===== src/rtl/fifo_flex_pkg.sv =====
// ---------------------------------------------------------------------------
// fifo_flex_pkg
//
// Purpose : shared definitions for the fifo_flex FIFO and its storage array.
//           Provides the width helper used to size pointers and the occupancy
//           counter, the read-mode constants, and the parameter legality
//           check the top level evaluates at elaboration time.
//
// Contents:
//   clog2()          - number of bits needed to index 'value' distinct items
//   FIFO_STD         - registered read mode
//   FIFO_FWFT        - first-word-fall-through read mode
//   fifo_params_ok() - 1 when a parameter set describes a buildable FIFO
// ---------------------------------------------------------------------------
package fifo_flex_pkg;

    // Read-mode selectors for the FWFT parameter.
    localparam int FIFO_STD  = 0;
    localparam int FIFO_FWFT = 1;

    // Bits needed to represent the values 0..value-1. Never returns less
    // than 1, so a pointer into a two-entry array still gets a real bit.
    function automatic int clog2(input int value);
        int result;
        int remain;
        result = 0;
        remain = value - 1;
        while (remain > 0) begin
            result = result + 1;
            remain = remain >> 1;
        end
        if (result < 1) begin
            result = 1;
        end
        return result;
    endfunction

    // Legality of a parameter set. The thresholds must be reachable by the
    // occupancy counter, otherwise the almost flags would be stuck.
    function automatic bit fifo_params_ok(
        input int data_size,
        input int fifo_size,
        input int afull_level,
        input int aempty_level,
        input int mode
    );
        bit ok;
        ok = 1'b1;
        if (data_size < 1) ok = 1'b0;
        if (fifo_size < 2) ok = 1'b0;
        if (afull_level < 1 || afull_level > fifo_size) ok = 1'b0;
        if (aempty_level < 0 || aempty_level > fifo_size - 1) ok = 1'b0;
        if (mode != FIFO_STD && mode != FIFO_FWFT) ok = 1'b0;
        return ok;
    endfunction

endpackage


===== src/rtl/fifo_flex_ram.sv =====
// ---------------------------------------------------------------------------
// fifo_flex_ram
//
// Purpose : storage array for fifo_flex. DATA_SIZE x FIFO_SIZE registers with
//           one synchronous write port and one asynchronous read port. There
//           is no reset: the FIFO tracks validity with its pointers and count,
//           so stale contents are never observed.
//
// Ports:
//   clock    in  1          write clock
//   wr_en    in  1          write strobe, samples wr_data at the rising edge
//   wr_addr  in  AW         write index, always < FIFO_SIZE
//   wr_data  in  DATA_SIZE  word to store
//   rd_addr  in  AW         read index, always < FIFO_SIZE
//   rd_data  out DATA_SIZE  word at rd_addr, combinational
// ---------------------------------------------------------------------------
module fifo_flex_ram
    import fifo_flex_pkg::*;
#(
    parameter int DATA_SIZE = 8,
    parameter int FIFO_SIZE = 16,
    parameter int AW        = clog2(FIFO_SIZE)
) (
    input  logic                 clock,
    input  logic                 wr_en,
    input  logic [AW-1:0]        wr_addr,
    input  logic [DATA_SIZE-1:0] wr_data,
    input  logic [AW-1:0]        rd_addr,
    output logic [DATA_SIZE-1:0] rd_data
);

    logic [DATA_SIZE-1:0] mem [FIFO_SIZE];

    always_ff @(posedge clock) begin
        if (wr_en) begin
            mem[wr_addr] <= wr_data;
        end
    end

    // The asynchronous read lets the top level either register the head
    // word (standard mode) or present it directly (FWFT mode).
    assign rd_data = mem[rd_addr];

endmodule


===== src/rtl/fifo_flex.sv =====
// ---------------------------------------------------------------------------
// fifo_flex
//
// Purpose : parametrised single-clock FIFO with any-depth wrap-around,
//           registered occupancy count and status flags, programmable
//           almost-full / almost-empty thresholds, sticky overflow and
//           underflow flags, synchronous flush, and a selectable standard or
//           first-word-fall-through read mode.
//
// Ports:
//   clock         in  1          single clock, rising edge
//   reset_n       in  1          asynchronous active-low reset
//   fifo_clear    in  1          synchronous flush, beats every other input
//   data_inen     in  1          write request
//   data_in       in  DATA_SIZE  write data
//   data_outen    in  1          read request (standard) / pop (FWFT)
//   data_out      out DATA_SIZE  read data
//   fifo_empty    out 1          count == 0
//   fifo_full     out 1          count == FIFO_SIZE
//   almost_empty  out 1          count <= AEMPTY_LEVEL
//   almost_full   out 1          count >= AFULL_LEVEL
//   fifo_count    out CW         words held
//   overflow      out 1          sticky, a write was rejected
//   underflow     out 1          sticky, a read was rejected
// ---------------------------------------------------------------------------
module fifo_flex
    import fifo_flex_pkg::*;
#(
    parameter int DATA_SIZE    = 8,
    parameter int FIFO_SIZE    = 16,
    parameter int AFULL_LEVEL  = FIFO_SIZE - 2,
    parameter int AEMPTY_LEVEL = 2,
    parameter int FWFT         = FIFO_STD,
    parameter int CW           = clog2(FIFO_SIZE + 1)
) (
    input  logic                 clock,
    input  logic                 reset_n,
    input  logic                 fifo_clear,
    input  logic                 data_inen,
    input  logic [DATA_SIZE-1:0] data_in,
    input  logic                 data_outen,
    output logic [DATA_SIZE-1:0] data_out,
    output logic                 fifo_empty,
    output logic                 fifo_full,
    output logic                 almost_empty,
    output logic                 almost_full,
    output logic [CW-1:0]        fifo_count,
    output logic                 overflow,
    output logic                 underflow
);

    localparam int PW = clog2(FIFO_SIZE);

    localparam logic [PW-1:0] PTR_LAST     = PW'(FIFO_SIZE - 1);
    localparam logic [CW-1:0] COUNT_FULL   = CW'(FIFO_SIZE);
    localparam logic [CW-1:0] COUNT_AFULL  = CW'(AFULL_LEVEL);
    localparam logic [CW-1:0] COUNT_AEMPTY = CW'(AEMPTY_LEVEL);
    localparam logic [CW-1:0] COUNT_ONE    = CW'(1);

    // A bad parameter set stops elaboration instead of building a FIFO whose
    // flags can never toggle or whose pointers cannot address the array.
    if (!fifo_params_ok(DATA_SIZE, FIFO_SIZE, AFULL_LEVEL, AEMPTY_LEVEL, FWFT)) begin : g_bad_params
        $error("fifo_flex: illegal parameters (DATA_SIZE=%0d FIFO_SIZE=%0d AFULL_LEVEL=%0d AEMPTY_LEVEL=%0d FWFT=%0d)",
               DATA_SIZE, FIFO_SIZE, AFULL_LEVEL, AEMPTY_LEVEL, FWFT);
    end

    logic [PW-1:0]        wr_ptr;
    logic [PW-1:0]        rd_ptr;
    logic [PW-1:0]        wr_ptr_inc;
    logic [PW-1:0]        rd_ptr_inc;
    logic [CW-1:0]        count_next;
    logic                 rd_ok;
    logic                 wr_ok;
    logic                 ram_we;
    logic [DATA_SIZE-1:0] head_word;

    // Acceptance is decided from the registered flags only. A write into a
    // full FIFO is still accepted when a read frees a slot in the same edge;
    // a read of an empty FIFO is never accepted, even alongside a write.
    assign rd_ok  = data_outen && !fifo_empty;
    assign wr_ok  = data_inen && (!fifo_full || rd_ok);
    assign ram_we = wr_ok && !fifo_clear;

    // Explicit wrap so that depths which are not a power of two never step
    // into the unused upper pointer codes.
    assign wr_ptr_inc = (wr_ptr == PTR_LAST) ? '0 : wr_ptr + PW'(1);
    assign rd_ptr_inc = (rd_ptr == PTR_LAST) ? '0 : rd_ptr + PW'(1);

    // Occupancy after this edge. Every flag is derived from this value and
    // registered, so the flags describe the edge just taken and no input
    // reaches a flag combinationally.
    always_comb begin
        count_next = fifo_count;
        if (fifo_clear) begin
            count_next = '0;
        end else if (wr_ok && !rd_ok) begin
            count_next = fifo_count + COUNT_ONE;
        end else if (rd_ok && !wr_ok) begin
            count_next = fifo_count - COUNT_ONE;
        end
    end

    // Read and write pointers; a flush returns both to the first slot.
    always_ff @(posedge clock or negedge reset_n) begin
        if (!reset_n) begin
            wr_ptr <= '0;
            rd_ptr <= '0;
        end else if (fifo_clear) begin
            wr_ptr <= '0;
            rd_ptr <= '0;
        end else begin
            if (wr_ok) begin
                wr_ptr <= wr_ptr_inc;
            end
            if (rd_ok) begin
                rd_ptr <= rd_ptr_inc;
            end
        end
    end

    // Count and status flags, all loaded from the same next-count value.
    always_ff @(posedge clock or negedge reset_n) begin
        if (!reset_n) begin
            fifo_count   <= '0;
            fifo_empty   <= 1'b1;
            fifo_full    <= 1'b0;
            almost_empty <= 1'b1;
            almost_full  <= 1'b0;
        end else begin
            fifo_count   <= count_next;
            fifo_empty   <= (count_next == '0);
            fifo_full    <= (count_next == COUNT_FULL);
            almost_empty <= (count_next <= COUNT_AEMPTY);
            almost_full  <= (count_next >= COUNT_AFULL);
        end
    end

    // Sticky error flags: set on the edge of a rejected request and held
    // until a flush or reset.
    always_ff @(posedge clock or negedge reset_n) begin
        if (!reset_n) begin
            overflow  <= 1'b0;
            underflow <= 1'b0;
        end else if (fifo_clear) begin
            overflow  <= 1'b0;
            underflow <= 1'b0;
        end else begin
            if (data_inen && !wr_ok) begin
                overflow <= 1'b1;
            end
            if (data_outen && !rd_ok) begin
                underflow <= 1'b1;
            end
        end
    end

    fifo_flex_ram #(
        .DATA_SIZE (DATA_SIZE),
        .FIFO_SIZE (FIFO_SIZE),
        .AW        (PW)
    ) u_ram (
        .clock   (clock),
        .wr_en   (ram_we),
        .wr_addr (wr_ptr),
        .wr_data (data_in),
        .rd_addr (rd_ptr),
        .rd_data (head_word)
    );

    if (FWFT == FIFO_FWFT) begin : g_fwft
        // The head slot is always the oldest word, so it can be shown
        // directly. Gating with the registered empty flag keeps stale memory
        // contents off the output once the FIFO drains or is flushed.
        always_comb begin
            data_out = '0;
            if (!fifo_empty) begin
                data_out = head_word;
            end
        end
    end else begin : g_std
        // Standard mode: the head word is captured on the accepting edge and
        // held until the next accepted read, flush or reset.
        always_ff @(posedge clock or negedge reset_n) begin
            if (!reset_n) begin
                data_out <= '0;
            end else if (fifo_clear) begin
                data_out <= '0;
            end else if (rd_ok) begin
                data_out <= head_word;
            end
        end
    end

endmodule

===== config.mk =====
export PLATFORM = sky130hd
export DESIGN_NAME = fifo_flex
export DESIGN_NICKNAME = d
export VERILOG_FILES = /design/src/rtl/fifo_flex_pkg.sv /design/src/rtl/fifo_flex_ram.sv /design/src/rtl/fifo_flex.sv
export SDC_FILE = /design/constraint.sdc
export NUM_CORES = 1
export LEC_CHECK = 0
export BUFFER_PORTS_ARGS = -buffer_cell sky130_fd_sc_hd__buf_4
export CAP_MARGIN = 20
export CORE_ASPECT_RATIO = 1.2
export CORE_UTILIZATION = 65
export CTS_BUF_LIST = sky130_fd_sc_hd__clkbuf_16
export DETAILED_ROUTE_END_ITERATION = 7
export PLACE_DENSITY = 0.84
export SLEW_MARGIN = 20
export SYNTH_ARGS = -nofsm -noshare
export SYNTH_HDL_FRONTEND = slang
export SYNTH_HIERARCHICAL = 1
export SYNTH_SLANG_ARGS = --single-unit

===== constraint.sdc =====
create_clock -name clock -period 4.3 [get_ports clock]
set_input_delay 0.86 -clock clock [delete_from_list [all_inputs] [get_ports clock]]
set_output_delay 0.86 -clock clock [all_outputs]
set_load 0.01 [all_outputs]

# ---- After elaboration in Yosys (flattened, before gate mapping)
# Memories as Yosys holds them, arrays and structs flattened.
# Index checks and enable logic that the tools add are counted.
# W data, S select, Z words.
dict set report totals {
  ff_bits 27
  ramBits 128
  output_inout_bits 19
  word_cells 55
  memories 1
}
# name words width read_ports rd_clocked_by_memory_dff wr line
set memory_table {}
lappend memory_table {u_ram.mem 16 8 1 0 1 fifo_flex_ram.sv:32} ;# logic [DATA_SIZE-1:0] mem [FIFO_SIZE];
dict set report classes {
  n_addsub 4
  order_cmp 2
  eq_ne 3
  n_mux 17
  reduce_logical 18
}
# op count
set op_table {}
lappend op_table {{$mux W4} 6}
lappend op_table {{$mux W8} 2}
lappend op_table {{$mux W5} 3}
lappend op_table {{$add A4 B1 Y4 const B} 2}
lappend op_table {{$eq A4 B4 Y1 const B} 2}
lappend op_table {{$reduce_bool A2 Y1} 4}
lappend op_table {{$logic_and A1 B1 Y1} 7}
lappend op_table {{$mux W1} 6}
lappend op_table {{$add A5 B1 Y5 const B} 1}
lappend op_table {{$eq A5 B5 Y1 const B} 1}
lappend op_table {{$ge A5 B4 Y1 const B} 1}
lappend op_table {{$le A5 B2 Y1 const B} 1}
lappend op_table {{$logic_not A1 Y1} 5}
lappend op_table {{$logic_not A5 Y1} 1}
lappend op_table {{$sub A5 B1 Y5 const B} 1}
lappend op_table {{$logic_or A1 B1 Y1} 1}

# ---- Longest topological paths before layout
# Gate-level depths: netlist (run 1).
dict set report depth {
  depth_word 10
  depth_mapped 7
  depth_no_buf 7
}

# ---- Hierarchy
# Netlist (run 1), hierarchy kept.
# mod n_inst cells_each area_per_inst_um2 seq_area_each_um2
set modules_own_cells {}
lappend modules_own_cells {fifo_flex_ram 1 221 4987.3 3843.7}
lappend modules_own_cells {fifo_flex 1 140 1396.3 678.2}

# ---- Worst setup path after synthesis (run 1)
# No wires, ideal clock.
dict set report synth_timing {
  kind {input -> register}
  from {input port data_outen}
  to {memory u_ram.mem[0][0], enable pin}
  arrival_time_ns 2.593
  required_ns 3.917
  path_slack_ns 1.324
  path_stages 6
  n_path_buf 1
  path_cell_list {nand2b_1 buf_6 a21boi_4 nor2b_1 or3b_2 nor3_1}
}
dict set report synth_via {
  elab_chain_cells 6
}
# item line
set synth_rtl {}
lappend synth_rtl {{start, declared} fifo_flex.sv:41} ;# input logic data_outen,
lappend synth_rtl {{$logic_and A1 B1 Y1} fifo_flex.sv:80} ;# assign rd_ok = data_outen && !fifo_empty;
lappend synth_rtl {{$logic_or A1 B1 Y1} fifo_flex.sv:81} ;# assign wr_ok = data_inen && (!fifo_full || rd_ok);
lappend synth_rtl {{$logic_and A1 B1 Y1} fifo_flex.sv:81}
lappend synth_rtl {{$logic_and A1 B1 Y1} fifo_flex.sv:82} ;# assign ram_we = wr_ok && !fifo_clear;
lappend synth_rtl {{net ram_we} fifo_flex.sv:74} ;# logic ram_we;
lappend synth_rtl {{$mux W1} fifo_flex_ram.sv:35} ;# if (wr_en) begin
lappend synth_rtl {{$mux W1 (implied by the code)} fifo_flex_ram.sv:36} ;# mem[wr_addr] <= wr_data;
lappend synth_rtl {{end, declared} fifo_flex_ram.sv:32}
# The timed path passes the listed nets, and every way through them passes these cells.

# ---- Worst setup path in the final report (run 1)
dict set report layout_timing {
  from {input port data_outen}
  to {memory u_ram.mem[1][4], enable pin}
}
# The elaborated chain is that of the path after synthesis.

==> flow_summary.json, run 1 <==
{
  "fin_skew_ps": 19.6,
  "final_cell_area_um2": 7300,
  "ir_worst_vdd_mv": 0.354,
  "drt-total-wl_mm": 13.7,
  "cts_resized": 0,
  "root_buffer": "clkbuf_16",
  "place_area_um2": 6710,
  "ant_nets": 0,
  "rrSetupSlack_ps": 1490,
  "grt_pass1_wl_mm": 21.3,
  "clk_path_buf_depth": 2,
  "cts_made_buffers": 17,
  "clk_pin_slew_ps": 60,
  "io_pins": 32,
  "vias": 3514,
  "synth-seq-area-share_pct": 70.8,
  "grt_usage_pct": 30.0,
  "cts_tree": "yes",
  "power_density_nw_per_um2": 511,
  "antenna_found_initial": 0,
  "globalplace.congestion": 0.882,
  "via_per_inst": 6.52,
  "synth.yosys.warnings": 6,
  "leakage_nw": 2.55,
  "post_cts_buffers": 0,
  "path_max_fanout": 19,
  "slowest_delay_ps": 540,
  "synth-edff-count": 128,
  "cts_hold_buf": 0,
  "initial_core_util_pct": 67.1,
  "drv_cap": 0,
  "period_minus_slack_ps": 2890,
  "relSlewSlack_pct": 35.9,
  "synth_cells": 361,
  "area_growth_pct": 14.4,
  "worst_pin_slew_ps": 961,
  "overflow": 0,
  "rows": 39,
  "status": "complete, no violations",
  "io_buffers": 31,
  "netlist_top_cells_count": "edfxtp_1 (128), nand2_1 (38), nor2_1 (27)",
  "dieHeight_um": 111,
  "slew_violations": 0,
  "syn_area_per_cell_um2": 17.7,
  "dr.pass1.iters": 5,
  "htreeDepth": 4,
  "coreArea_um2": 9520,
  "whs_ps": 338,
  "fin_crit_sh_pct": 67.1,
  "antenna_cells": 0,
  "crit_top_cell": "buf_4",
  "dieWidth_um": 92.5,
  "synth.area.top_cells": "edfxtp_1 (60%), dfrtp_1 (9.8%), mux4_2 (6.4%), mux4_1 (5.8%), nand2_1 (2.2%)",
  "drtIter0Drc": 341,
  "post-route-drc-count": 0,
  "crit_path_start_kind": "input pin",
  "fmax_mhz": 346,
  "grt_max_degree": 35,
  "dp_hpwl_mm": 8.21,
  "drive_gt1_share_pct": 26.0,
  "ys_types": 51,
  "synth_flop_cell": "edfxtp_1",
  "hp-class": "in2async",
  "hold_violations": 0,
  "end_kind": "flop",
  "critPathKind": "in2reg",
  "crit_required_ps": 4350,
  "timing.rr.start": "fifo_empty",
  "synth-seq-cells": 155,
  "rsz0062_at_grt": "false",
  "synth_fp_nets": 378,
  "synth.largest_area_cell": "edfxtp_1",
  "finalSetupTns_ps": 0,
  "wl_per_cell_um": 25.4,
  "arrival_ps": 2940,
  "clock_latency_ps": 430,
  "async_reset_ff_share_pct": 17.4,
  "syn_area_um2": 6380,
  "netlist.area_leader.share_pct": 60.2,
  "nNetsFinal": 420,
  "cp_slowest_cell": "or3b_2",
  "reg2reg_depth": 6,
  "grt_pass1_vias": 3532,
  "worstReg2RegEnd": "u_ram/mem[1][4]",
  "setup_violations": 0,
  "clock-sinks": 155,
  "crit_chain": "buf_4 -> nand2b_1 -> buf_4 -> a21boi_4 -> nor2b_1 -> or3b_2 -> nor2_1",
  "die_area_um2": 10200,
  "yosysMostFrequentCell": "edfxtp_1"
}
==> state kept, by name (all words and copies together), names as in the netlist <==
name and cells:
fifo_full 1, almost_full 1, data_out 8, fifo_count 5
underflow 1, rd_ptr 4, overflow 1, wr_ptr 4
u_ram/mem 128, fifo_empty 1, almost_empty 1
==> critical path: cells and delay by family <==
kind | cells | cell delay (ps)
and+or+nand+nor | 4 | 1530
AOI/OAI and AO/OA | 1 | 240
buffers and inverters | 2 | 300
==> cell usage in the layout (no fill, tap or decap), types with 2 or more instances in the layout <==
cell type   instances
a21oi_1            15
a22oi_1            16
a31oi_1             2
buf_4              40
bufinv_16           2
clkbuf_16          17
clkinv_4            2
clkinvlp_4          5
dfrtp_1            23
dfrtp_2             2
dfstp_2             2
edfxtp_1          128
ha_1                4
inv_1               3
inv_6               5
mux2i_1             3
mux4_1             14
mux4_2             18
nand2_1            38
nand2b_1            5
nand3_1             2
nand3b_1            2
nor2_1             27
nor2b_1             4
nor3_1              4
nor3_2              2
o21ai_0             2
or3_1               2
xor2_1              2
==> layer usage <==
layer,track usage (%),routed length (um),share of wire [%]
met4,13.4,437,3.2
met3,7.23,1070,7.8
met1,39.7,5040,37
met2,47.6,7150,52
met5,0,0,0
==> worst max-delay path by stage <==
stage	start	to	slack [ps]	depth (start not counted)
6_report	data_outen	u_ram/mem[1][4]	1410	7
5_1_grt	data_outen	u_ram/mem[1][4]	1300	7
4_1_cts	data_outen	u_ram/mem[1][4]	1480	7
3_5_place_dp	data_outen	u_ram/mem[1][0]	1070	7
3_3_place_gp	data_outen	u_ram/mem[1][3]	1170	7
2_1_floorplan	data_outen	u_ram/mem[0][0]	1320	6
==> through the flow <==
step	setup slack, ps	std cells	util, %	power (W)
global placement	1170	507	70.5	0.00226
finish	1410	539	76.7	0.00373
global route	1300	539	76.7	0.00385
detailed placement	1070	507	70.5	0.00228
floorplan	1320	361	-	0.00211
CTS	1480	539	76.7	0.00375
==> logic make-up after synthesis <==
logic type	synth area share, %
DFF	70.8
muxes	13.1
xor gates and xnor gates	0.667
and+or+nand+nor	7.10
buffers and inverters	2.25
adders and majority gates	0.784
AOI/OAI and AO/OA	5.25
==> layout make-up <==
cell class / count / area [um^2]
fill: 515 / 2210
sequential: 155 / 4520
multi-input combinational: 185 / 1720
clock buffer: 17 / 425
inverter: 4 / 15.0
clock inverter: 15 / 164
tap: 123 / 154
timing repair buffer: 40 / 300
==> where the power goes <==
part	switching, W	leakage, nW	total (W)	internal [W]
clock	0.000609	0.273	0.00147	0.000862
sequential	0.0000936	1.51	0.00178	0.00168
combinational	0.000239	0.761	0.000479	0.000240
total	0.000942	2.55	0.00373	0.00279
Note: power is estimated with default switching activity, not from simulation.
==> inputs of run 2 (changes only) <==
CORE_UTILIZATION = 55   (was 65)
PLACE_DENSITY = 0.76   (was 0.84)
clock period = 2.5 ns   (was 4.3 ns; I/O delays follow)
==> flow_summary.json, run 2 (synthesis results as in run 1) <==
{
  "status": "complete, no violations",
  "drtIter0Drc": 328,
  "worst_pin_slew_ps": 603,
  "fin_ws_ps": 210,
  "ant_nets": 0,
  "vias": 3486,
  "largest_register_ffs": 128,
  "antenna_cells": 0,
  "wl_per_cell_um": 21.5,
  "grt_pass1_wl_mm": 19.4,
  "overflow": 0,
  "fin_crit_sh_pct": 91.6,
  "critPathKind": "reg2reg",
  "grt_max_degree": 37,
  "end_kind": "flop",
  "clock_latency_ps": 420,
  "placedCellCount": 552,
  "slew_violations": 0,
  "rrSetupSlack_ps": 210,
  "dr.pass1.iters": 5,
  "period_minus_slack_ps": 2290,
  "hp-class": "in2reg",
  "area_growth_pct": 17.6,
  "largest_registers": "u_ram/mem x128, data_out x8, fifo_count x5",
  "via_per_inst": 5.96,
  "drive_gt1_share_pct": 27.4,
  "coreArea_um2": 11100,
  "post_cts_buffers": 0,
  "regMostFlops": "u_ram/mem",
  "power_density_nw_per_um2": 863,
  "leakage_nw": 2.66,
  "fin_util_pct": 67.4,
  "timing.rr.start": "fifo_empty",
  "htreeDepth": 4,
  "drt-total-wl_mm": 12.6,
  "register_area_um2": 4520,
  "globalplace.congestion": 0.797,
  "fin_skew_ps": 8.03,
  "clk_path_buf_depth": 2,
  "finalNonFillerCells": 585,
  "crit_path_end": "u_ram/mem[3][0]",
  "pre_cts_slack_ps": 157,
  "crit_required_ps": 2620,
  "dieWidth_um": 100,
  "slowest_delay_ps": 540,
  "reg2reg_depth": 6,
  "cts_resized": 0,
  "crit_path_start": "fifo_empty",
  "relSlewSlack_pct": 59.7,
  "crit_path_start_kind": "flop",
  "dp_hpwl_mm": 7.91,
  "cts_tree": "yes",
  "arrival_ps": 2410,
  "rsz0062_at_grt": "false",
  "hold_violations": 0,
  "clk_pin_slew_ps": 60,
  "final_common_cell": "edfxtp_1",
  "path_max_fanout": 8,
  "rows": 42,
  "worstReg2RegEnd": "u_ram/mem[3][0]",
  "grt_pass1_vias": 3494,
  "fillCellCount": 757,
  "dieHeight_um": 120,
  "layout_common_cells": "edfxtp_1 (128), buf_4 (52), nand2_1 (38)",
  "fmax_mhz": 437,
  "drv_cap": 0,
  "antenna_found_initial": 0,
  "root_buffer": "clkbuf_16",
  "grt_usage_pct": 23.2,
  "multi_input_area_um2": 1720,
  "crit_chain": "nand2b_1 -> a21boi_4 -> nor2b_1 -> or3b_2 -> nor2_1 -> buf_4",
  "io_pins": 32,
  "setup_violations": 0,
  "nNetsFinal": 435,
  "post-route-drc-count": 0,
  "initial_core_util_pct": 57.3,
  "clock-sinks": 155,
  "cp_slowest_cell": "or3b_2",
  "die_area_um2": 12000,
  "ir_worst_vdd_mv": 0.539,
  "io_buffers": 31,
  "cts_made_buffers": 17,
  "finalSetupTns_ps": 0
}
[run 2: changes by cell type in the layout (fill, tap and decap cells not counted), sizes merged]
cell,before,now
dlygate4sd3,0,1
clkinvlp,5,2
clkbuf,17,20
buf,40,54
clkinv,3,8
inv,9,4
[run 2: timing repair]
action | in CTS | in global routing
endpoints found under the hold margin | 25 | 0
hold buffers | 1 | 0
setup endpoints to repair | 0 | 0
[run 2: area by class of cell]
class | instances | area share [%]
Clock inverter | 12 | 1.52
Multi-Input combinational cell | 185 | 22.9
Clock buffer | 20 | 6.67
Inverter | 4 | 0.200
Tap cell | 154 | 2.57
Timing Repair Buffer | 55 | 5.87
Sequential cell | 155 | 60.2
[run 2: metal layers]
| metal | part of all wire [%] | vias to the layer above | track usage [%] | wire (um) |
|---|---|---|---|---|
| met1 | 41 | 1786 | 30.2 | 5150 |
| met4 | 2.6 | 0 | 10.4 | 326 |
| met3 | 5.3 | 24 | 5.07 | 666 |
| met5 | 0 | - | 0 | 0 |
| li1 | - | 1538 | - | - |
| met2 | 51 | 138 | 37.5 | 6460 |
[run 2: worst min path at each step]
stage | start | to | slack, ps | depth (start not counted)
2_1_floorplan | reset_n | almost_full | 200 | 0
3_3_place_gp | reset_n | fifo_count[2] | 420 | 1
3_5_place_dp | reset_n | fifo_count[2] | 430 | 1
4_1_cts | data_outen | underflow | 350 | 3
5_1_grt | data_outen | underflow | 360 | 3
6_report | data_outen | underflow | 360 | 3
[run 2: where the power goes]
group          internal, W  leakage (nW)  total [W]  switching (W)
Combinational     0.000437         0.850   0.000908       0.000471
Sequential         0.00290          1.51    0.00300      0.0000960
Clock              0.00163         0.297    0.00258       0.000951
Total              0.00496          2.66    0.00648        0.00152
[run 2: worst max-delay path: cells and delay by family (launching register included)]
kind	cells	cell delay [ps]
flip-flops	1	380
buffers and inverters	1	210
AND/OR/NAND/NOR	4	1160
AO/OA/AOI/OAI	1	240
[run 2: stage by stage]
stage	area, um^2	hold slack [ps]	power, W
6_report	7510	359	0.00648
4_1_cts	7510	347	0.00652
5_1_grt	7510	361	0.00670
2_1_floorplan	6390	204	0.00363
3_5_place_dp	6880	431	0.00395
3_3_place_gp	6880	425	0.00392
